$ cat src/rtl/knn_local_sp_stager_pkg.sv
// Shared definitions for the partialKnn local search-space stager.
//   state_e     : stager FSM states
//   MODE_LOAD   : cmd_mode value selecting a buffer load from the input stream
//   MODE_STREAM : cmd_mode value selecting a buffer read-out to the output stream
package knn_stager_pkg;

  typedef enum logic [2:0] {
    IDLE   = 3'd0,
    LOAD   = 3'd1,
    STREAM = 3'd2,
    DRAIN  = 3'd3,
    DONE   = 3'd4
  } state_e;

  localparam logic MODE_LOAD   = 1'b0;
  localparam logic MODE_STREAM = 1'b1;

endpackage

$ cat src/rtl/knn_local_sp_stager_if.sv
// Bus bundle between the stager and its environment.
//   cmd_*  : command request (valid/ready), mode and word count, done pulse
//   in_*   : 256-bit load stream into the stager (valid/ready)
//   out_*  : 256-bit read-out stream towards distance compute (valid/ready/last)
//   mem_*  : single-port URAM buffer port owned by the stager
// slave  : the stager side
// master : the environment side (command source, stream endpoints, buffer)
interface knn_local_sp_stager_if #(
  parameter int DATA_W = 256,
  parameter int ADDR_W = 11
) ();

  logic              cmd_valid;
  logic              cmd_ready;
  logic              cmd_mode;
  logic [ADDR_W:0]   cmd_len;
  logic              done;

  logic [DATA_W-1:0] in_data;
  logic              in_valid;
  logic              in_ready;

  logic [DATA_W-1:0] out_data;
  logic              out_valid;
  logic              out_ready;
  logic              out_last;

  logic [ADDR_W-1:0] mem_address0;
  logic              mem_ce0;
  logic              mem_we0;
  logic [DATA_W-1:0] mem_d0;
  logic [DATA_W-1:0] mem_q0;

  modport slave (
    input  cmd_valid, cmd_mode, cmd_len, in_data, in_valid, out_ready, mem_q0,
    output cmd_ready, done, in_ready, out_data, out_valid, out_last,
           mem_address0, mem_ce0, mem_we0, mem_d0
  );

  modport master (
    output cmd_valid, cmd_mode, cmd_len, in_data, in_valid, out_ready, mem_q0,
    input  cmd_ready, done, in_ready, out_data, out_valid, out_last,
           mem_address0, mem_ce0, mem_we0, mem_d0
  );

endinterface

$ cat src/rtl/knn_local_sp_stager_ofifo.sv
// Register FIFO that absorbs buffer read data while the output stream is
// backpressured. Each entry carries a word plus its end-of-command flag.
//   push_i/push_data_i/push_last_i : write side
//   pop_i                          : consume head (ignored when empty)
//   head_data_o/head_last_o        : current head entry
//   count_o/full_o/empty_o         : occupancy
module knn_stager_ofifo #(
  parameter int DATA_W = 256,
  parameter int DEPTH  = 4
) (
  input  logic                         clk,
  input  logic                         reset_n,
  input  logic                         push_i,
  input  logic [DATA_W-1:0]            push_data_i,
  input  logic                         push_last_i,
  input  logic                         pop_i,
  output logic [DATA_W-1:0]            head_data_o,
  output logic                         head_last_o,
  output logic [$clog2(DEPTH+1)-1:0]   count_o,
  output logic                         full_o,
  output logic                         empty_o
);

  localparam int PTR_W = (DEPTH > 1) ? $clog2(DEPTH) : 1;
  localparam int CNT_W = $clog2(DEPTH+1);

  logic [DATA_W:0]  slot_q [DEPTH];
  logic [PTR_W-1:0] wr_ptr_q, rd_ptr_q;
  logic [CNT_W-1:0] count_q;
  logic             do_push, do_pop;

  function automatic logic [PTR_W-1:0] ptr_inc(input logic [PTR_W-1:0] p);
    return (p == PTR_W'(DEPTH-1)) ? '0 : p + PTR_W'(1);
  endfunction

  assign empty_o = (count_q == '0);
  assign full_o  = (count_q == CNT_W'(DEPTH));
  assign count_o = count_q;

  // A pop frees the head slot in the same cycle, so a push at full is legal
  // when paired with a pop.
  assign do_pop  = pop_i && !empty_o;
  assign do_push = push_i && (!full_o || do_pop);

  always_ff @(posedge clk) begin
    if (do_push) slot_q[wr_ptr_q] <= {push_last_i, push_data_i};
  end

  always_ff @(posedge clk or negedge reset_n) begin
    if (!reset_n) begin
      wr_ptr_q <= '0;
      rd_ptr_q <= '0;
      count_q  <= '0;
    end else begin
      if (do_push) wr_ptr_q <= ptr_inc(wr_ptr_q);
      if (do_pop)  rd_ptr_q <= ptr_inc(rd_ptr_q);
      case ({do_push, do_pop})
        2'b10:   count_q <= count_q + CNT_W'(1);
        2'b01:   count_q <= count_q - CNT_W'(1);
        default: count_q <= count_q;
      endcase
    end
  end

  assign {head_last_o, head_data_o} = slot_q[rd_ptr_q];

endmodule

$ cat src/rtl/knn_local_sp_stager.sv
// Stager for one partialKnn local search-space buffer (single-port URAM).
// LOAD writes cmd_len incoming words to addresses 0..len-1; STREAM reads them
// back in order and emits them downstream. Read latency is hidden behind a
// small output FIFO whose free space is handed out as read credits.
//   clk     : clock
//   reset_n : asynchronous active-low reset
//   bus     : command, load stream, output stream and buffer port
module knn_local_sp_stager
  import knn_stager_pkg::*;
#(
  parameter int DATA_W     = 256,
  parameter int ADDR_RANGE = 2048,
  parameter int ADDR_W     = 11,
  parameter int RD_LAT     = 2,
  parameter int OFIFO_D    = 4
) (
  input  logic                  clk,
  input  logic                  reset_n,
  knn_local_sp_stager_if.slave  bus
);

  localparam int CNT_W  = ADDR_W + 1;
  localparam int FCNT_W = $clog2(OFIFO_D+1);
  localparam int OCC_W  = FCNT_W + 1;

  state_e             state_q;
  logic               cmd_ready_q, in_ready_q, done_q;
  logic [CNT_W-1:0]   len_q, wr_cnt_q, rd_cnt_q;
  logic [RD_LAT-1:0]  vld_sr_q, last_sr_q;

  logic               wr_fire, rd_issue, rd_last;
  logic [OCC_W-1:0]   inflight, occ;
  logic [FCNT_W-1:0]  fifo_count;
  logic               fifo_full, fifo_empty, fifo_pop;
  logic [DATA_W-1:0]  fifo_data;
  logic               fifo_last;
  logic [CNT_W-1:0]   len_clamped;

  function automatic logic [CNT_W-1:0] clamp_len(input logic [CNT_W-1:0] l);
    return (l > CNT_W'(ADDR_RANGE)) ? CNT_W'(ADDR_RANGE) : l;
  endfunction

  assign len_clamped = clamp_len(bus.cmd_len);

  // Outstanding words = buffered + still in the read pipeline; a read is only
  // issued while that total is below the FIFO depth, so capture can never
  // find the FIFO full.
  always_comb begin
    inflight = '0;
    for (int i = 0; i < RD_LAT; i++) inflight = inflight + OCC_W'(vld_sr_q[i]);
    occ = OCC_W'(fifo_count) + inflight;
  end

  assign wr_fire  = (state_q == LOAD) && bus.in_valid;
  assign rd_issue = (state_q == STREAM) && (rd_cnt_q < len_q) && (occ < OCC_W'(OFIFO_D));
  assign rd_last  = (rd_cnt_q == len_q - CNT_W'(1));

  // Buffer port: load writes go straight through combinationally.
  always_comb begin
    bus.mem_ce0      = 1'b0;
    bus.mem_we0      = 1'b0;
    bus.mem_address0 = '0;
    if (wr_fire) begin
      bus.mem_ce0      = 1'b1;
      bus.mem_we0      = 1'b1;
      bus.mem_address0 = wr_cnt_q[ADDR_W-1:0];
    end else if (rd_issue) begin
      bus.mem_ce0      = 1'b1;
      bus.mem_address0 = rd_cnt_q[ADDR_W-1:0];
    end
  end
  assign bus.mem_d0 = bus.in_data;

  // Read pipeline: tracks which cycles carry valid q0 data and which word ends the command.
  always_ff @(posedge clk or negedge reset_n) begin
    if (!reset_n) begin
      vld_sr_q  <= '0;
      last_sr_q <= '0;
    end else begin
      vld_sr_q[0]  <= rd_issue;
      last_sr_q[0] <= rd_issue && rd_last;
      for (int i = 1; i < RD_LAT; i++) begin
        vld_sr_q[i]  <= vld_sr_q[i-1];
        last_sr_q[i] <= last_sr_q[i-1];
      end
    end
  end

  // Capture stage: q0 enters the FIFO RD_LAT cycles after issue.
  assign fifo_pop = bus.out_ready && !fifo_empty;

  knn_stager_ofifo #(
    .DATA_W (DATA_W),
    .DEPTH  (OFIFO_D)
  ) u_ofifo (
    .clk         (clk),
    .reset_n     (reset_n),
    .push_i      (vld_sr_q[RD_LAT-1]),
    .push_data_i (bus.mem_q0),
    .push_last_i (last_sr_q[RD_LAT-1]),
    .pop_i       (fifo_pop),
    .head_data_o (fifo_data),
    .head_last_o (fifo_last),
    .count_o     (fifo_count),
    .full_o      (fifo_full),
    .empty_o     (fifo_empty)
  );

  assign bus.out_valid = !fifo_empty;
  assign bus.out_data  = fifo_data;
  assign bus.out_last  = fifo_last && !fifo_empty;

  // Control FSM with registered handshake outputs.
  always_ff @(posedge clk or negedge reset_n) begin
    if (!reset_n) begin
      state_q     <= IDLE;
      cmd_ready_q <= 1'b1;
      in_ready_q  <= 1'b0;
      done_q      <= 1'b0;
      len_q       <= '0;
      wr_cnt_q    <= '0;
      rd_cnt_q    <= '0;
    end else begin
      done_q <= 1'b0;
      case (state_q)
        IDLE: begin
          if (bus.cmd_valid && cmd_ready_q) begin
            len_q       <= len_clamped;
            wr_cnt_q    <= '0;
            rd_cnt_q    <= '0;
            cmd_ready_q <= 1'b0;
            if (len_clamped == '0) begin
              state_q <= DONE;
              done_q  <= 1'b1;
            end else if (bus.cmd_mode == MODE_LOAD) begin
              state_q    <= LOAD;
              in_ready_q <= 1'b1;
            end else begin
              state_q <= STREAM;
            end
          end
        end
        LOAD: begin
          if (wr_fire) begin
            wr_cnt_q <= wr_cnt_q + CNT_W'(1);
            if (wr_cnt_q + CNT_W'(1) == len_q) begin
              state_q    <= DONE;
              in_ready_q <= 1'b0;
              done_q     <= 1'b1;
            end
          end
        end
        STREAM: begin
          if (rd_issue) begin
            rd_cnt_q <= rd_cnt_q + CNT_W'(1);
            if (rd_last) state_q <= DRAIN;
          end
        end
        DRAIN: begin
          if (fifo_empty && (inflight == '0)) begin
            state_q <= DONE;
            done_q  <= 1'b1;
          end
        end
        DONE: begin
          state_q     <= IDLE;
          cmd_ready_q <= 1'b1;
        end
        default: begin
          state_q     <= IDLE;
          cmd_ready_q <= 1'b1;
          in_ready_q  <= 1'b0;
        end
      endcase
    end
  end

  assign bus.cmd_ready = cmd_ready_q;
  assign bus.in_ready  = in_ready_q;
  assign bus.done      = done_q;

endmodule

$ cat src/flat_wrapper.sv
// flat-port wrapper written by rule: the top's interface ports become plain ports
module knn_local_sp_stager_flat import knn_stager_pkg::*;
#(
  parameter int DATA_W     = 256,
  parameter int ADDR_RANGE = 2048,
  parameter int ADDR_W     = 11,
  parameter int RD_LAT     = 2,
  parameter int OFIFO_D    = 4
)
  (clk, reset_n, bus_cmd_valid, bus_cmd_mode, bus_cmd_len, bus_in_data, bus_in_valid, bus_out_ready, bus_mem_q0, bus_cmd_ready, bus_done, bus_in_ready, bus_out_data, bus_out_valid, bus_out_last, bus_mem_address0, bus_mem_ce0, bus_mem_we0, bus_mem_d0);
  knn_local_sp_stager_if #(.DATA_W(DATA_W), .ADDR_W(ADDR_W)) bus_i ();
  input  logic clk;
  input  logic reset_n;
  input wire logic [$bits(bus_i.cmd_valid)-1:0] bus_cmd_valid;
  input wire logic [$bits(bus_i.cmd_mode)-1:0] bus_cmd_mode;
  input wire logic [$bits(bus_i.cmd_len)-1:0] bus_cmd_len;
  input wire logic [$bits(bus_i.in_data)-1:0] bus_in_data;
  input wire logic [$bits(bus_i.in_valid)-1:0] bus_in_valid;
  input wire logic [$bits(bus_i.out_ready)-1:0] bus_out_ready;
  input wire logic [$bits(bus_i.mem_q0)-1:0] bus_mem_q0;
  output wire logic [$bits(bus_i.cmd_ready)-1:0] bus_cmd_ready;
  output wire logic [$bits(bus_i.done)-1:0] bus_done;
  output wire logic [$bits(bus_i.in_ready)-1:0] bus_in_ready;
  output wire logic [$bits(bus_i.out_data)-1:0] bus_out_data;
  output wire logic [$bits(bus_i.out_valid)-1:0] bus_out_valid;
  output wire logic [$bits(bus_i.out_last)-1:0] bus_out_last;
  output wire logic [$bits(bus_i.mem_address0)-1:0] bus_mem_address0;
  output wire logic [$bits(bus_i.mem_ce0)-1:0] bus_mem_ce0;
  output wire logic [$bits(bus_i.mem_we0)-1:0] bus_mem_we0;
  output wire logic [$bits(bus_i.mem_d0)-1:0] bus_mem_d0;
  assign bus_i.cmd_valid = bus_cmd_valid;
  assign bus_i.cmd_mode = bus_cmd_mode;
  assign bus_i.cmd_len = bus_cmd_len;
  assign bus_i.in_data = bus_in_data;
  assign bus_i.in_valid = bus_in_valid;
  assign bus_i.out_ready = bus_out_ready;
  assign bus_i.mem_q0 = bus_mem_q0;
  assign bus_cmd_ready = bus_i.cmd_ready;
  assign bus_done = bus_i.done;
  assign bus_in_ready = bus_i.in_ready;
  assign bus_out_data = bus_i.out_data;
  assign bus_out_valid = bus_i.out_valid;
  assign bus_out_last = bus_i.out_last;
  assign bus_mem_address0 = bus_i.mem_address0;
  assign bus_mem_ce0 = bus_i.mem_ce0;
  assign bus_mem_we0 = bus_i.mem_we0;
  assign bus_mem_d0 = bus_i.mem_d0;
  knn_local_sp_stager #(.DATA_W(DATA_W), .ADDR_RANGE(ADDR_RANGE), .ADDR_W(ADDR_W), .RD_LAT(RD_LAT), .OFIFO_D(OFIFO_D)) u_core (.clk(clk), .reset_n(reset_n), .bus(bus_i));
endmodule
$ cat config.mk
export PLATFORM = sky130hd
export DESIGN_NAME = knn_local_sp_stager_flat
export DESIGN_NICKNAME = d
export VERILOG_FILES = /design/src/rtl/knn_local_sp_stager_pkg.sv /design/src/rtl/knn_local_sp_stager_if.sv /design/src/rtl/knn_local_sp_stager_ofifo.sv /design/src/rtl/knn_local_sp_stager.sv /design/src/flat_wrapper.sv
export SDC_FILE = /design/constraint.sdc
export NUM_CORES = 1
export LEC_CHECK = 0
export ABC_AREA = 1
export CAP_MARGIN = 0
export CORE_AREA = 4 4 409 411
export CTS_CLUSTER_SIZE = 10
export DETAILED_ROUTE_END_ITERATION = 8
export DIE_AREA = 0 0 413 415
export GPL_ROUTABILITY_DRIVEN = 0
export PLACE_DENSITY_LB_ADDON = 0.05
export SLEW_MARGIN = 25
export SYNTH_ARGS = -nofsm -noshare
export SYNTH_HDL_FRONTEND = slang
export SYNTH_HIERARCHICAL = 1
export SYNTH_SLANG_ARGS = --single-unit
$ cat constraint.sdc
create_clock -name clk -period 28.3 [get_ports clk]
set_clock_uncertainty 0.05 [all_clocks]
set_input_delay 5.66 -clock clk [delete_from_list [all_inputs] [get_ports clk]]
set_output_delay 5.66 -clock clk [all_outputs]
set_load 0.02 [all_outputs]
## After elaboration in Yosys (flattened, before gate mapping)

Memory sizes are Yosys's and may differ from the RTL's.
Cells that the tools add are included.
Widths: inputs -> output; s select.

- Add/subtract/negate cells: 9
- $lt $le $gt $ge: 3
- Equality and inequality tests: 19
- Muxes and demuxes: 39
- Bitwise logic cells: 2
- Reduce and logical (&&, ||, !) cells: 28

Operators by type and width:

| operator | count |
|---|---|
| $mux 12 | 4 |
| $pmux 12 s2 | 2 |
| $add 12x1->12 const B | 2 |
| $eq 12x12->1 | 2 |
| $mux 11 | 2 |
| $mux 3 | 7 |
| $mux 1 | 16 |
| $gt 12x12->1 const B | 1 |
| $logic_not 12->1 | 1 |
| $lt 12x12->1 | 1 |
| $pmux 3 s4 | 1 |
| $reduce_and 6->1 | 2 |
| $sub 12x1->12 const B | 1 |
| $logic_and 1x1->1 | 10 |
| $ne 2x1->1 const B | 5 |
| $eq 2x2->1 const B | 3 |
| $eq 3x2->1 const B | 2 |
| $eq 3x3->1 const B | 2 |
| $logic_not 3->1 | 2 |
| $mux 2 | 3 |
| $ne 2x2->1 const B | 3 |
| $pmux 1 s3 | 2 |
| $pmux 3 s2 | 1 |
| $reduce_and 3->1 | 2 |
| other kinds (16) | 23 |

- Flip-flop bits (word level): 53
- RAM bits: 1028
- Input port bits: 530
- Output and inout bits: 530
- Word-level logic and storage cells: 113
- Memories: 1

Memories:

| memory | depth | width | read ports | clocked after memory_dff | wr ports | line | source |
|---|---|---|---|---|---|---|---|
| u_core.u_ofifo.slot_q | 4 | 257 | 1 | 0 | 1 | knn_local_sp_stager_ofifo.sv:27 | `logic [DATA_W:0] slot_q [DEPTH];` |

## Longest topological paths before layout

Gate-level depths: netlist of run 1.

- Depth after elaboration: 8
- Mapped depth: 17
- Gate-level depth less buffers: 17

## Modules after synthesis

The synthesis of run 1 kept the hierarchy.

Modules (own cells, without submodules):

| module | times used | cells an instance | area each (µm²) | sequential area each (µm²) |
|---|---|---|---|---|
| knn_stager_ofifo | 1 | 3059 | 40536.4 | 31044.8 |
| knn_local_sp_stager | 1 | 761 | 5367.6 | 1152.4 |

## Worst setup path after synthesis of run 1

OpenSTA, ideal clock, no wires.

- Kind: input -> register
- Start: input port bus_out_ready
- End: memory u_core/u_ofifo/slot_q[0][0] in the netlist's numbering (enable)
- Library setup time: 881 ps
- Data arrival time: 16779 ps
- Data required time: 27369 ps
- Setup slack: 10590 ps
- Stages on the path: 6
- Path buffers: 0
- Cell sequence: inv_1 -> nor2_1 -> inv_1 -> nand3_1 -> nand2_1 -> nor2_1

- Cells in the longest elaborated chain, start to end: 6

RTL lines:

| item | line | source |
|---|---|---|
| from (decl) | flat_wrapper.sv:19 | `input wire logic [$bits(bus_i.out_ready)-1:0] bus_out_ready;` |
| $logic_and 1x1->1 | knn_local_sp_stager.sv:90 | `assign fifo_pop = bus.out_ready && !fifo_empty;` |
| net u_core.fifo_pop | knn_local_sp_stager.sv:34 | `logic fifo_full, fifo_empty, fifo_pop;` |
| $logic_and 1x1->1 | knn_local_sp_stager_ofifo.sv:42 | `assign do_pop = pop_i && !empty_o;` |
| $logic_or 1x1->1 | knn_local_sp_stager_ofifo.sv:43 | `assign do_push = push_i && (!full_o \|\| do_pop);` |
| $logic_and 1x1->1 | knn_local_sp_stager_ofifo.sv:43 |  |
| $mux 1 | knn_local_sp_stager_ofifo.sv:46 | `if (do_push) slot_q[wr_ptr_q] <= {push_last_i, push_data_i};` |
| $mux 1 (not written as such) | knn_local_sp_stager_ofifo.sv:46 |  |
| to (decl) | knn_local_sp_stager_ofifo.sv:27 |  |

The timed path passes the listed nets, and every way through them passes these cells.

## Final worst setup path of run 1

- Start: input port bus_in_valid
- End: output port bus_mem_address0[6]

- Cells in the longest elaborated chain, start to end: 2

RTL lines:

| item | line | source |
|---|---|---|
| from (decl) | flat_wrapper.sv:18 | `input wire logic [$bits(bus_i.in_valid)-1:0] bus_in_valid;` |
| $logic_and 1x1->1 | knn_local_sp_stager.sv:54 | `assign wr_fire = (state_q == LOAD) && bus.in_valid;` |
| $mux 11 | knn_local_sp_stager.sv:63 | `if (wr_fire) begin` |
| to (decl) | flat_wrapper.sv:27 | `output wire logic [$bits(bus_i.mem_address0)-1:0] bus_mem_address0;` |

Every way passes these cells.

==> results of run 1 <==
critical path: stages:
cell and delay (ns):
clkdlybuf4s50_1 0.51, nand2_1 0.51, o21ai_0 0.43, clkdlybuf4s50_1 0.66
metrics by stage:
stage	setup WS, ns	util [%]	hold slack (ns)	std cells	total power, mW
6_report	14.80	34.0	0.341	6389	3.40
5_1_grt	14.65	34.0	0.354	6378	3.54
4_1_cts	14.74	34.0	0.332	6376	3.47
3_5_place_dp	14.77	31.5	0.285	6154	1.84
3_3_place_gp	14.85	31.5	0.308	6152	1.84
2_1_floorplan	10.59	-	0.281	3819	1.84
sequential cells by signal, summed over array words and instances (netlist names):
| signal | cells |
|---|---|
| u_core/bus.cmd_ready | 1 |
| u_core/bus.done | 1 |
| u_core/bus.in_ready | 1 |
| u_core/last_sr_q | 2 |
| u_core/len_q | 12 |
| u_core/rd_cnt_q | 12 |
| u_core/state_q | 3 |
| u_core/u_ofifo/count_o | 3 |
| u_core/u_ofifo/rd_ptr_q | 2 |
| u_core/u_ofifo/slot_q | 1028 |
| u_core/u_ofifo/wr_ptr_q | 2 |
| u_core/vld_sr_q | 2 |
| u_core/wr_cnt_q | 12 |
report_power, final:
| group | internal, mW | switching (mW) | total, mW |
|---|---|---|---|
| Clock | 0.916 | 0.673 | 1.59 |
| Sequential | 1.75 | 0 | 1.75 |
| Combinational | 0.0339 | 0.0234 | 0.0572 |
path summary, 6_finish.rpt:
path / slack (ns) / startpoint / end
min in group asynchronous: 5.05 / reset_n / u_core/bus.done
max in group asynchronous: 22.45 / reset_n / u_core/u_ofifo/rd_ptr_q[0]
hold reg to reg: 0.34 / u_core/last_sr_q[0] / u_core/last_sr_q[1]
hold / removal: 0.34 / u_core/last_sr_q[0] / u_core/last_sr_q[1]
setup / recovery: 14.80 / bus_in_valid / bus_mem_address0[6]
setup reg to reg: 23.70 / u_core/u_ofifo/count_o[0] / u_core/u_ofifo/slot_q[3][122]
layout make-up:
type                    instances  area [µm²]
fillers                     16365      108000
flip-flops and latches       1081       32200
multi-input cells            1694        8650
repair buffers                580        5870
clock buffers                 180        3650
well taps                    2189        2740
inverters                     611        2290
clock inverters                42         354
diodes                         12        30.0
per-layer routing:
layer | vias to the layer above | part of all wire, %
met2 | 784 | 47
met3 | 325 | 11
met4 | 32 | 3.4
met1 | 13076 | 38
li1 | 13413 | -
met5 | - | 0.24
==> results.txt, run 1 <==
The flow ran to the end, and the final reports show no timing, DRC or antenna violations. Entering global routing, the biggest net connects around 230 pins. The met3 capacity usage during global routing is 8.31%. The period utilization is between 40% and 50%. The kind of capture point of the worst setup path is an output port.

After floorplanning, the core was divided into about 150 placement rows. The max-slew headroom at the worst pin came out at 25.4%. Once detail routing completed, the nets flagged for antenna violations numbered 0. The floorplan step set the die height to 415 µm. The violation count after the first detailed-routing iteration is approximately 1,400. The count of instances resized after the clock tree is built came out at 0. The die footprint is 171,000 µm². The global-route wire length before repair came out at 199,000 µm.

The wire length after detailed routing came out at 142,000 µm. Setup repair after global routing left no endpoint under its margin. The clock buffer count from CTS came out at roughly 140.

The highest net fanout along the worst path is 22. In this run the number of H-tree levels came out at 4. The count of TritonRoute iterations in the first routing pass is 4. The number of global-route vias before repair is between 20,000 and 30,000. The relative area change from synthesis to final layout came out at 21.6%.

The critical path in this run is classified as in2out. The initial antenna violation count is between 40 and 50. The cell area after technology mapping came out at 45,900 µm². The path depth of the worst reg2reg path came out at 12. The placeable core region is 164,000 µm². The library cells used most frequently in the layout, excluding fill and tap cells, are 1,028 x edfxtp_1, 664 x nand2_1, 603 x inv_1, 546 x clkdlybuf4s50_1, 287 x o21ai_0.

During placement, the flow inserted port buffers numbering 547. The number of buffers between clock root and the deepest sink came out at 3. Setup total negative slack on the finished layout was measured at 0 ns. The count of final max-slew check failures came out at 0.

The number of vias per cell after detailed routing is about 4.3. The net total in the final layout is 4,660. The clock input transition at the sequential cells of the worst setup and hold paths is 0.06 ns. The net count of the mapped netlist came out at approximately 4,400. In the routed design, unresolved DRC markers number 0. STA puts the critical path data required time at 22.59 ns. Along the worst hold path, the cell count comes to 0. The clock latency on the worst-skew pair came out at 0.75 ns. After synthesis, the mean cell area works out to 12.0 µm².

The cell count after synthesis came out at between 3,000 and 4,000. In the global route stage, met1 resource usage came out at 17.7%. The analysis attributes to cell leakage a power of 20.1 nW. The placed cell area is between 50,000 and 60,000 µm². The arrival time of the worst setup path came out at around 7.8 ns.

The combined global-route utilization of all metal layers came out at 16.0%. The worst min-delay path class is reg2reg. The die extent in x is 413 µm. The starting density of the core came out at 28.0%. TritonCTS built the clock tree. The average detailed-routed wire length per instance is between 20 and 25 µm.

The tree is rooted in a clkbuf_16. The met2 track utilization from global routing is 26.3%. The maximum clock rate came out at 0.0741 GHz. The power density relative to cell area is 60.9 nW/µm². Pin placement for this block handled 1,060 I/O pins. The post-detailed-placement half-perimeter wirelength came out at slightly above 90,000 µm. The commonest non-fill, non-tap cell in the layout is edfxtp_1.

The residual overflow from global routing is 0. The count of hold-fix buffers inserted at cts came out at 0. The element type at the critical path start is an input port. The post-layout instance area is between 50,000 and 60,000 µm². Setup violations remaining at the end of the flow were counted as 0.

The post-CTS setup buffer count came out at 0. During synthesis, Yosys emitted a total of 6 warnings. After layout, the minimum clock period comes to 13.50 ns. The count of clock tree sinks came out at approximately 1,100. The pin slew with the least headroom to its limit is 1.12 ns. In this run the most used layer during global routing was met2.

The number of vias after detailed routing came out at 27,630. The total count of hold-check failures in the final report is 0. In the final layout, the share of cells above drive strength 1 is 5.68%.

The reported max-cap violation count came out at 0. IR analysis of the VDD net gives a maximum drop of 54.8 µV.
(Power assumes the default switching activity.)
==> inputs of run 2 (changes only) <==
--- a/config.mk
+++ b/config.mk
@@ -7,10 +7,10 @@
 export LEC_CHECK = 0
 export ABC_AREA = 1
 export CAP_MARGIN = 0
-export CORE_AREA = 4 4 409 411
+export CORE_AREA = 4 4 406 408
 export CTS_CLUSTER_SIZE = 10
 export DETAILED_ROUTE_END_ITERATION = 8
-export DIE_AREA = 0 0 413 415
+export DIE_AREA = 0 0 410 412
 export GPL_ROUTABILITY_DRIVEN = 0
 export PLACE_DENSITY_LB_ADDON = 0.05
 export SLEW_MARGIN = 25
==> constraint.sdc (replaced) <==
create_clock -name clk -period 10.9 [get_ports clk]
set_clock_uncertainty 0.05 [all_clocks]
set_input_delay 2.18 -clock clk [delete_from_list [all_inputs] [get_ports clk]]
set_output_delay 2.18 -clock clk [all_outputs]
set_load 0.02 [all_outputs]
==> run 2 against run 1 <==
  * Final cell count is 0.30% lower
  * Via count up 0.28%
  * Sequential share of layout area grew 0.097 points
  * Worst hold slack worse by 0.033 ns
  * Non-clock buffer count grew 1
  * Combinational power grew to 2.6 times the previous value
  * Total power grew to 2.6 times the previous value
  * Critical path type unchanged
  * Critical endpoint is now bus_mem_address0[1]
  * Largest power group unchanged
  * Highest routed layer unchanged
==> results.txt, run 2 (synthesis results as in run 1) <==
The switching power is 1.80 mW (+160%). The number of global-route vias before repair is 26,688 (+0.31%). The die extent in y was 412 µm (-0.72%).

The count of filler cells inserted in the layout came out at 15,987 (-2.3%). The relative area change from synthesis to final layout came out at 21.4%. The number of buffers added on ports came out at 547 (unchanged).

The violation count after the first detailed-routing iteration came to 1,421 (+3.1%). The library cell used most frequently in the layout, excluding fill and tap cells, is edfxtp_1. The total count of hold-check failures in the final report is 0 (unchanged). The kind of capture point of the worst setup path is an output port. The worst hold path belongs to the class reg2reg. The overall power after layout came to 8.76 mW (+160%).

The cell type of the slowest stage on the worst timing path is clkdlybuf4s50_1. Setup repair after global routing left no endpoint under its margin. The die footprint is 169,000 µm² (-1.4%). The maximum resistive drop on vdd came out at 120 µV (+120%). The fraction of layout instances using a drive strength above 1 is 5.54% (-0.14 points). In this design, the largest share of critical-path delay is due to buffers and inverters. The area occupied by multi-input gates is 8650 µm² (unchanged).

The number of vias per cell after detailed routing came out at 4.35 (+0.57%). The power density relative to cell area came out at 157 nW/µm² (+160%). The arrival time of the worst setup path came out at 3.99 ns (-3.80 ns).

The die extent in x came to 410 µm (-0.73%). The internal cell power came out at 6.96 mW (+160%). The average detailed-routed wire length per instance came out at 22.2 µm (about the same). The leakage power figure came out at 20.0 nW (-0.19%). The tree is rooted in a clkbuf_16. The placeable core region is 162,000 µm² (-1.5%).

The buffer and inverter count on the worst path is 3 (+1). The starting density of the core is 28.4% (+0.41 points). The number of flip-flops under the largest register name came to 1,028 (unchanged). The number of ports placed on the die boundary is 1,060 (unchanged). The worst slack at placement is 4.65 ns (-10.11 ns). The pin count of the biggest net entering global routing is 271 (+20%).

The most used cell along the critical path is clkdlybuf4s50_1. The highest net fanout along the worst path is 13 (-41%). The cell count after placement came out at 6,139 (-0.24%). The count of clock tree sinks came to 1,081 (unchanged). The number of cells in the finished layout apart from fillers is 6,370 (-0.30%). The maximum clock rate came out at about 0.16 GHz. The number of H-tree levels came to 4 (unchanged). The max-slew headroom at the worst pin is 23.4% (-2.0 points). The sequential share of power is 51.9% (+0.3 points).

The total number of placement rows came to 148 (-0.67%). Walking the worst path, the cells encountered are clkdlybuf4s50_1 > nand2_1 > buf_4 > o21ai_0 > clkdlybuf4s50_1. The wire length after detailed routing is 141,000 µm (-0.33%).

The required time of the critical path is 8.67 ns (-13.92 ns). The minimum clock period after layout came out at about 6.2 ns. The sequential cell area was 32,200 µm² (unchanged).

The TritonCTS clock tree is built. The clock input transition at the sequential cells of the worst setup and hold paths is 0.05 ns (about the same). The setup path with the least slack is of type in2out.

The clock buffer count from CTS was 136 (-0.73%). The reported max-cap violation count came out at 0 (unchanged). The net total in the final layout came to 4,660 (unchanged). The remaining antenna violation count after routing is 0 (unchanged).

The number of endpoints failing setup at the final stage came out at 0 (unchanged). The switching fraction of total power was 20.6% (+0.074 points). The top cell types in the final layout, fill and taps aside, are 1,028 x edfxtp_1, 664 x nand2_1, 603 x inv_1, 546 x clkdlybuf4s50_1, 287 x o21ai_0. The post-detailed-placement half-perimeter wirelength came out at 92,400 µm (about the same). The run finished with clean final reports. The clock latency on the worst-skew pair came out at 0.75 ns (about the same). The count of hold-fix buffers inserted at cts is 0 (unchanged).

The count of final max-slew check failures is 0 (unchanged). The period utilization is 57.1%. The relative contribution of combinational cells to total power is 1.7% (about the same). The global-route wire length before repair is 198,000 µm (-0.22%).

The initial antenna violation count is 41 (-8.9%). The count of TritonRoute iterations in the first routing pass is 5 (+1). The final worst hold slack is 0.308 ns (-0.0334 ns). The number of buffers between clock root and the deepest sink came to 3 (unchanged).

The combined global-route utilization of all metal layers is 16.1% (+0.13 points). The number of vias after detailed routing came to 27,706 (+0.28%). The detailed-route DRC error count came out at 0 (unchanged).

The post-CTS setup buffer count is 0 (unchanged). The least setup slack across all paths after layout is 4.68 ns (-10.12 ns). The clock share of power is 46.4% (-0.4 points). The maximum single-stage delay on the critical path came out at 0.63 ns (-0.03 ns). The residual overflow from global routing is 0 (unchanged).

The element type at the critical path start is an input port. The count of instances resized after the clock tree is built came out at 0 (unchanged). Ranked by flip-flop count, first place goes to u_core/u_ofifo/slot_q. The pin slew with the least headroom to its limit is 1.15 ns (+0.0301 ns).
-- run 2: power groups by stage --
stage / logic, mW / clock network, mW / registers, mW
after global placement: 0.153 / 0 / 4.63
after floorplan: 0.140 / 0 / 4.63
final: 0.151 / 4.06 / 4.55
after CTS: 0.154 / 4.23 / 4.54
after detailed placement: 0.153 / 0 / 4.63
after global routing: 0.164 / 4.41 / 4.54
-- run 2: cell type report --
class	count	share of cell area, %
diodes	8	0.0359
clock buffers	182	6.48
clock inverters	38	0.568
inverters	611	4.12
multi-input cells	1694	15.5
flip-flops and latches	1081	57.8
well taps	2175	4.89
repair buffers	581	10.6
-- run 2: metrics by stage --
step / utilization [%] / TNS [ns] / cell area (µm²)
5_1_grt: 34.4 / 0 / 55700
3_5_place_dp: 32.0 / 0 / 51700
2_1_floorplan: - / -3423.15 / 45900
3_3_place_gp: 32.0 / 0 / 51700
6_report: 34.5 / 0 / 55700
4_1_cts: 34.4 / 0 / 55600
-- run 2: final timing paths --
kind / slack (ns) / end / from / depth (start not counted)
setup / recovery: 4.68 / bus_mem_address0[1] / bus_in_valid / 5
hold / removal: 0.31 / u_core/last_sr_q[1] / u_core/last_sr_q[0] / 0
setup reg to reg: 7.16 / u_core/u_ofifo/slot_q[2][80] / u_core/u_ofifo/count_o[2] / 10
hold reg to reg: 0.31 / u_core/last_sr_q[1] / u_core/last_sr_q[0] / 0
max in group asynchronous: 8.65 / u_core/u_ofifo/rd_ptr_q[0] / reset_n / 2
min in group asynchronous: 1.55 / u_core/u_ofifo/wr_ptr_q[0] / reset_n / 2
-- run 2: worst register-to-register path, delay by kind of cell, from the launching register on --
family	cells	cell delay, ns
flops	1	0.43
simple gates	5	1.02
buf+inv	5	1.84
-- run 2: layer usage --
layer	up-vias	part of all wire, %	global-route usage, %
met5	-	0.16	0.0862
met2	848	48	26.7
met1	13105	38	18.0
met3	288	12	8.65
li1	13429	-	-
met4	36	2.6	4.78
